### config.mk
export PLATFORM = sky130hd
export DESIGN_NAME = dual_trigger_window_counter
export DESIGN_NICKNAME = d
export VERILOG_FILES = /design/src/rtl/trig_cnt_pkg.sv /design/src/rtl/rise_counter.sv /design/src/rtl/dual_trigger_window_counter.sv
export SDC_FILE = /design/constraint.sdc
export NUM_CORES = 1
export LEC_CHECK = 0
export BUFFER_PORTS_ARGS = -buffer_cell sky130_fd_sc_hd__buf_2
export CORE_ASPECT_RATIO = 1.5
export CORE_UTILIZATION = 30
export DETAILED_ROUTE_END_ITERATION = 12
export HOLD_SLACK_MARGIN = 0.05
export PLACE_DENSITY_LB_ADDON = 0.2
export SETUP_SLACK_MARGIN = 0.5
export SYNTH_ARGS = -nofsm -noshare
export SYNTH_HDL_FRONTEND = slang
export SYNTH_HIERARCHICAL = 1
export SYNTH_SLANG_ARGS = --single-unit
### constraint.sdc
create_clock -name clk -period 3.6 [get_ports clk]
set_input_delay 0.18 -clock clk [delete_from_list [all_inputs] [get_ports clk]]
set_output_delay 0.18 -clock clk [all_outputs]
set_load 0.01 [all_outputs]
### src/rtl/trig_cnt_pkg.sv
// Shared types and default widths for the dual-trigger window counter.
//   win_state_t : window FSM state encoding
//   CNT_W_DEF   : default edge counter width
//   WIN_W_DEF   : default window length width
//   NUM_CH      : number of trigger channels handled by the top level
package trig_cnt_pkg;

    localparam int CNT_W_DEF = 16;
    localparam int WIN_W_DEF = 16;
    localparam int NUM_CH    = 2;

    typedef enum logic [1:0] {IDLE, RUN, REPORT} win_state_t;

endpackage

### src/rtl/rise_counter.sv
// One trigger channel: rising-edge detector, saturating edge counter and
// overflow flag.
//   clk, rst : clock, asynchronous active-high reset
//   clr      : clear counter and ovf (window start)
//   en       : count edges this cycle
//   trig     : trigger level input
//   cnt      : live saturating edge count
//   ovf      : an edge arrived while cnt was already at max
module rise_counter #(
    parameter int CNT_W = 16
) (
    input  logic             clk,
    input  logic             rst,
    input  logic             clr,
    input  logic             en,
    input  logic             trig,
    output logic [CNT_W-1:0] cnt,
    output logic             ovf
);

    logic prev;
    logic rise;

    assign rise = trig & ~prev;

    always_ff @(posedge clk or posedge rst) begin
        if (rst) begin
            prev <= 1'b0;
            cnt  <= '0;
            ovf  <= 1'b0;
        end else begin
            // History tracks the input in every state so a level held
            // across the window start never looks like a fresh edge.
            prev <= trig;
            if (clr) begin
                cnt <= '0;
                ovf <= 1'b0;
            end else if (en && rise) begin
                if (cnt == '1) ovf <= 1'b1;
                else           cnt <= cnt + 1'b1;
            end
        end
    end

endmodule

### src/rtl/dual_trigger_window_counter.sv
// Counts rising edges on two trigger streams over a programmable window and
// publishes both counts with a one-cycle done pulse when the window closes.
//   clk, rst       : clock, asynchronous active-high reset
//   start, win_len : open a window of win_len cycles (IDLE only, len != 0)
//   stop           : close the running window early
//   trig1, trig2   : trigger levels, synchronous to clk
//   busy           : window running
//   done           : one-cycle report pulse
//   count1/2       : edge counts of the last window
//   ovf1/2         : count saturated during the last window
module dual_trigger_window_counter
    import trig_cnt_pkg::*;
#(
    parameter int CNT_W = CNT_W_DEF,
    parameter int WIN_W = WIN_W_DEF
) (
    input  logic             clk,
    input  logic             rst,
    input  logic             start,
    input  logic [WIN_W-1:0] win_len,
    input  logic             stop,
    input  logic             trig1,
    input  logic             trig2,
    output logic             busy,
    output logic             done,
    output logic [CNT_W-1:0] count1,
    output logic [CNT_W-1:0] count2,
    output logic             ovf1,
    output logic             ovf2
);

    win_state_t state, state_nxt;
    logic [WIN_W-1:0] timer;
    logic             accept;

    logic [NUM_CH-1:0]            trig_v;
    logic [NUM_CH-1:0][CNT_W-1:0] live_cnt, held_cnt;
    logic [NUM_CH-1:0]            live_ovf, held_ovf;

    assign trig_v = {trig2, trig1};
    assign accept = (state == IDLE) && start && (win_len != '0);

    for (genvar gi = 0; gi < NUM_CH; gi++) begin : g_ch
        rise_counter #(.CNT_W(CNT_W)) u_ch (
            .clk  (clk),
            .rst  (rst),
            .clr  (accept),
            .en   (state == RUN),
            .trig (trig_v[gi]),
            .cnt  (live_cnt[gi]),
            .ovf  (live_ovf[gi])
        );
    end

    always_ff @(posedge clk or posedge rst) begin
        if (rst) state <= IDLE;
        else     state <= state_nxt;
    end

    always_comb begin
        state_nxt = state;
        case (state)
            IDLE:    if (accept) state_nxt = RUN;
            RUN:     if (timer == WIN_W'(1) || stop) state_nxt = REPORT;
            REPORT:  state_nxt = IDLE;
            default: state_nxt = IDLE;
        endcase
    end

    always_ff @(posedge clk or posedge rst) begin
        if (rst) begin
            timer    <= '0;
            held_cnt <= '0;
            held_ovf <= '0;
        end else begin
            if (accept)            timer <= win_len;
            else if (state == RUN) timer <= timer - 1'b1;
            if (state == REPORT) begin
                held_cnt <= live_cnt;
                held_ovf <= live_ovf;
            end
        end
    end

    // Live counters are frozen during REPORT, so showing them directly makes
    // the new result visible in the done cycle; the latch holds it afterwards
    // while the next window clears and refills the live counters.
    assign busy   = (state == RUN);
    assign done   = (state == REPORT);
    assign count1 = done ? live_cnt[0] : held_cnt[0];
    assign count2 = done ? live_cnt[1] : held_cnt[1];
    assign ovf1   = done ? live_ovf[0] : held_ovf[0];
    assign ovf2   = done ? live_ovf[1] : held_ovf[1];

endmodule

* Word-level counts from Yosys, hierarchy flattened
Cells that the tools add are included.
Cells by class: add/sub/neg operators 3, equal/unequal tests 9, muxes and demuxes 21, bitwise logic cells 4, reduce and logical (&&, ||, !) cells 17
Operators by type and width (count):
- $mux 16 | 10
- $add 16x1->16 const B | 2
- $eq 16x16->1 const B | 2
- $eq 16x1->1 const B | 1
- $reduce_bool 16->1 | 1
- $sub 16x1->16 const B | 1
- $reduce_and 2->1 | 5
- $reduce_bool 2->1 | 5
- $mux 1 | 8
- $ne 2x2->1 const B | 4
- $logic_and 1x1->1 | 4
- $mux 2 | 2
- $pmux 2 s2 | 1
- $and 1x1->1 | 2
- $eq 2x1->1 const B | 1
- $eq 2x2->1 const B | 1
- $logic_not 2->1 | 1
- $not 1->1 | 2
- $logic_or 1x1->1 | 1
Storage, ports and cells: register bits 88, bits of input ports 22, logic and storage cells 65

* Depth between registers and ports, before layout
depth after elaboration 5, gate-level depth with buffers 8, gate-level depth less buffers 6

* Hierarchy
Netlist, hierarchy kept.
By module, submodules not included:
- dual_trigger_window_counter | instances 1, cells an instance 182, area each 2257.2 um^2, seq. area each 1301.2 um^2
- rise_counter | instances 2, cells an instance 111, area each 1021.0 um^2, seq. area each 450.4 um^2

* Worst setup path before layout
No wires, ideal clock.
path kind flip-flop to flip-flop, start register state[1], end register g_ch[0].u_ch.cnt[13], library setup time 0.127 ns, arrival time 2.730 ns, data required time 3.473 ns, slack 0.742 ns, cell stages (with the launch flop) 9, period minus slack after synthesis 2.858 ns, path through dfrtp_1 nand2b_1 inv_1 buf_1 nand3b_4 or4_1 buf_2 or4_1 mux2_1
Between the ends: elaborated cells on any way between the ends 9, those cells by class eq/ne (2); mux (1); reduce/logical (6)
RTL lines:
- from (decl) | RTL line dual_trigger_window_counter.sv:32 | win_state_t state, state_nxt;
- from (signal assigned) | RTL line dual_trigger_window_counter.sv:57 | else state <= state_nxt;
- $eq 2x1->1
- net busy | RTL line dual_trigger_window_counter.sv:24 | output logic busy,
- $logic_and 1x1->1 | RTL line rise_counter.sv:38 | end else if (en && rise) begin
- $reduce_bool 2->1 (no line)
- $reduce_and 2->1 (no line)
- to (signal assigned) | RTL line rise_counter.sv:40 | else cnt <= cnt + 1'b1;
- to (decl) | RTL line rise_counter.sv:17 | output logic [CNT_W-1:0] cnt,
The timed path passes the listed nets, and every way through them passes these cells. A chain may end at the register's enable or synchronous reset.

* Final worst setup path
start register state[1], end register g_ch[0].u_ch.cnt[13]
Between the ends: cells in the longest elaborated chain, start to end 5, elaborated cells on any way between the ends 9, those cells by class eq/ne (2); mux (1); reduce/logical (6)
RTL lines:
- $logic_not 2->1 | RTL line dual_trigger_window_counter.sv:41 | assign accept = (state == IDLE) && start && (win_len != '0);
- $logic_and 1x1->1 (2 in series) | RTL line dual_trigger_window_counter.sv:41
- $ne 2x2->1 (no line) / $reduce_bool 2->1 (equally long branches)
- $reduce_and 2->1 (no line)
Parallel ways exist; a longest one is shown, timed or not.

==> impl_metrics.yaml <==
setup_path:
  r2r_cells: 6
  required_ps: 3820
  start_kind: "flip-flop"
  path_max_fanout: 18
  criticalPathCategory: "flip-flop to flip-flop"
  end_kind: "flip-flop"
  crit_arrival_ps: 3080
floorplan:
  start_util_pct: 30.7
  io_pins: 58
  core-area_um2: 14000
  dieArea_um2: 14800
  chipWidth_um: 99.7
  die_h_um: 149
  rows: 53
clocking:
  clk_pin_slew_ps: 60
  cts_buffers: 9
  htree_levels: 3
  worstSkewPairLatency_ps: 340
  tritoncts: "yes"
  post-cts-setup-buffers: 0
  cts-root-buf: "clkbuf_16"
  numClockSinks: 88
  cts_buffer_depth: 2
placement:
  gp_congestion: 0.802
  dp_hpwl_mm: 7.32
  dp_cells: 642
  port_buffers: 57
cells_and_area:
  final_cells: 660
  drive_above_1_share_pct: 26.7
  fill_cells: 1404
  n_antenna_cell: 0
  area_growth_pct: 18.6
  final_nets: 490
  seq_area_um2: 2200
  multiInputGateArea_um2: 1970
timing:
  final_hold_viol_count: 0
  fmax_ghz: 0.350
  finalCriticalPeriod_ps: 2860
  slew_headroom_pct: 29.7
  slew_viol_final: 0
  fin_crit_sh_pct: 79.3
  rsz0062_at_grt: "false"
  tns_ps: 0
  worst_pin_slew_ps: 1050
  fin_skew_ps: 6.78
  setup_viol: 0
detailed_routing:
  finalWirelength_mm: 10.4
  detail_route.first_pass.iterations: 4
  via_count: 3420
  drcViolationCount: 0
  wl_per_cell_um: 15.7
  drtIter0Drc: 166
  vias_per_cell: 5.18
  ant_nets: 0
synthesis:
  yosysSeqAreaShare_pct: 51.2
  synth_top_area_share_pct: 51.2
  avgSynthCellArea_um2: 10.6
  synthTopCellsByArea: "dfrtp_1 (51%), mux2_2 (10%), nor2_1 (2.7%), nand2_1 (2.4%), a21oi_1 (2.1%)"
  synth_edf_count: 0
  synth_cells: 404
  async_flop_share_pct: 100
  syn_nets: 430
  yosysMostFrequentCell: "dfrtp_1"
  synth.largest_area_cell: "dfrtp_1"
  synth_common_cells: "dfrtp_1 (88), mux2_2 (38), nor2_1 (31)"
  netlist_area_um2: 4300
  ys_ff_latch: 88
  ys_types: 46
  synth-main-ff-cell: "dfrtp_1"
  ys_warn_count: 6
hold_path:
  hp-class: "primary input to flip-flop"
  min_path_cells: 3
grt:
  grt_pass1_vias: 3413
  antenna_found_initial: 0
  grt_overflow_total: 0
  grtUsageTotal_pct: 15.0
  grt_max_degree: 53
  grt_pass1_wl_mm: 17.1
status:
  outcome: "complete, no violations"
power:
  p_per_area_nw_per_um2: 519
  power_w: 0.00265
  leakage_nw: 2.27
  ir_drop_uv: 231
job:
  maxCapViolCount: 0
## state kept, by name, summed over array words and instances (netlist names)
signal / flops
state: 2
held_cnt: 32
g_ch.u_ch/ovf: 2
g_ch.u_ch/cnt: 32
timer: 16
g_ch.u_ch/prev: 2
held_ovf: 2
## power breakdown
group	leakage, nW	internal (W)	total, W	switching [W]
combinational	0.955	0.000225	0.000541	0.000315
sequential	1.19	0.00111	0.00123	0.000125
clock	0.128	0.000502	0.000873	0.000371
total	2.27	0.00184	0.00265	0.000812
## metrics by stage
step | utilization, % | hold WS [ps] | area [um^2] | worst slack [ps]
CTS | 36.4 | 64.0 | 5100 | 730
global placement | 34.3 | 365 | 4790 | 813
detailed placement | 34.3 | 367 | 4790 | 743
global route | 36.4 | 89.8 | 5100 | 551
finish | 36.4 | 68.7 | 5100 | 745
floorplan | - | 119 | 4300 | 742
## path summary, 6_finish.rpt
check	slack (ps)	startpoint	endpoint
setup / recovery	740	state[1]$_DFFE_PP0P_	g_ch[0].u_ch/cnt[13]$_DFFE_PP0P_
hold / removal	70	win_len[6]	timer[6]$_DFFE_PP0P_
setup reg to reg	740	state[1]$_DFFE_PP0P_	g_ch[0].u_ch/cnt[13]$_DFFE_PP0P_
hold reg to reg	490	held_cnt[16]$_DFFE_PP0P_	held_cnt[16]$_DFFE_PP0P_
max in group asynchronous	2510	rst	held_cnt[4]$_DFFE_PP0P_
min in group asynchronous	540	rst	g_ch[1].u_ch/cnt[7]$_DFFE_PP0P_
## per-layer routing
layer  vias up  wire [um]  part of all wire, %  GRT usage [%]
met5         -          0                    0              0
met4         0        220                  2.1           6.62
met3        16        333                  3.2           3.15
met2        72       5520                   53           26.9
met1      1700       4280                   41           16.9
li1       1632          -                    -              -
## area by class of cell
cell class,count,share of cell area (%)
Inverter,17,1.25
Tap cell,192,4.71
Sequential cell,88,43.2
Multi-Input combinational cell,284,38.7
Clock inverter,2,0.294
Timing Repair Buffer,64,6.77
Clock buffer,13,5.10
## placed cells by master, fill, tap and decap left out, types with 3 or more instances in the layout
cell type | netlist | routed
nor2b_1 | 5 | 4
nor3_1 | 12 | 12
ha_1 | 4 | 4
o31ai_1 | 10 | 10
dlygate4sd3_1 | 0 | 3
buf_4 | 0 | 4
inv_1 | 16 | 15
nand3_1 | 18 | 18
a21oi_1 | 18 | 18
nand4_1 | 13 | 13
nand2_1 | 27 | 27
o211ai_1 | 8 | 8
o21ai_0 | 11 | 11
dfrtp_1 | 88 | 88
clkbuf_16 | 0 | 9
nand2b_1 | 5 | 5
o311ai_0 | 5 | 5
nor2_1 | 31 | 31
nor4_1 | 10 | 10
or3_1 | 12 | 12
a31oi_1 | 10 | 10
or4_1 | 11 | 11
mux2_2 | 38 | 38
buf_2 | 2 | 57
## critical path: stages, from the launching register on
cell      delay, ps
dfrtp_1         390
nand2b_1        230
inv_1           570
nand3b_4        120
or4_1           650
or4_1           450
mux2_1          330
## repair_timing
| action | 4_1_cts | 5_1_grt |
|---|---|---|
| hold endpoints to repair | 38 | 0 |
| hold buffers | 3 | 0 |
| gates resized for setup | 0 | 0 |
## kinds of logic after synthesis
logic type,synth area share (%)
and+or+nand+nor,22.1
DFF,51.2
AOI/OAI and AO/OA,11.3
muxes,10.9
buffers and inverters,3.09
adders and majority gates,1.16
xor gates and xnor gates,0.204
(Power assumes the default switching activity.)
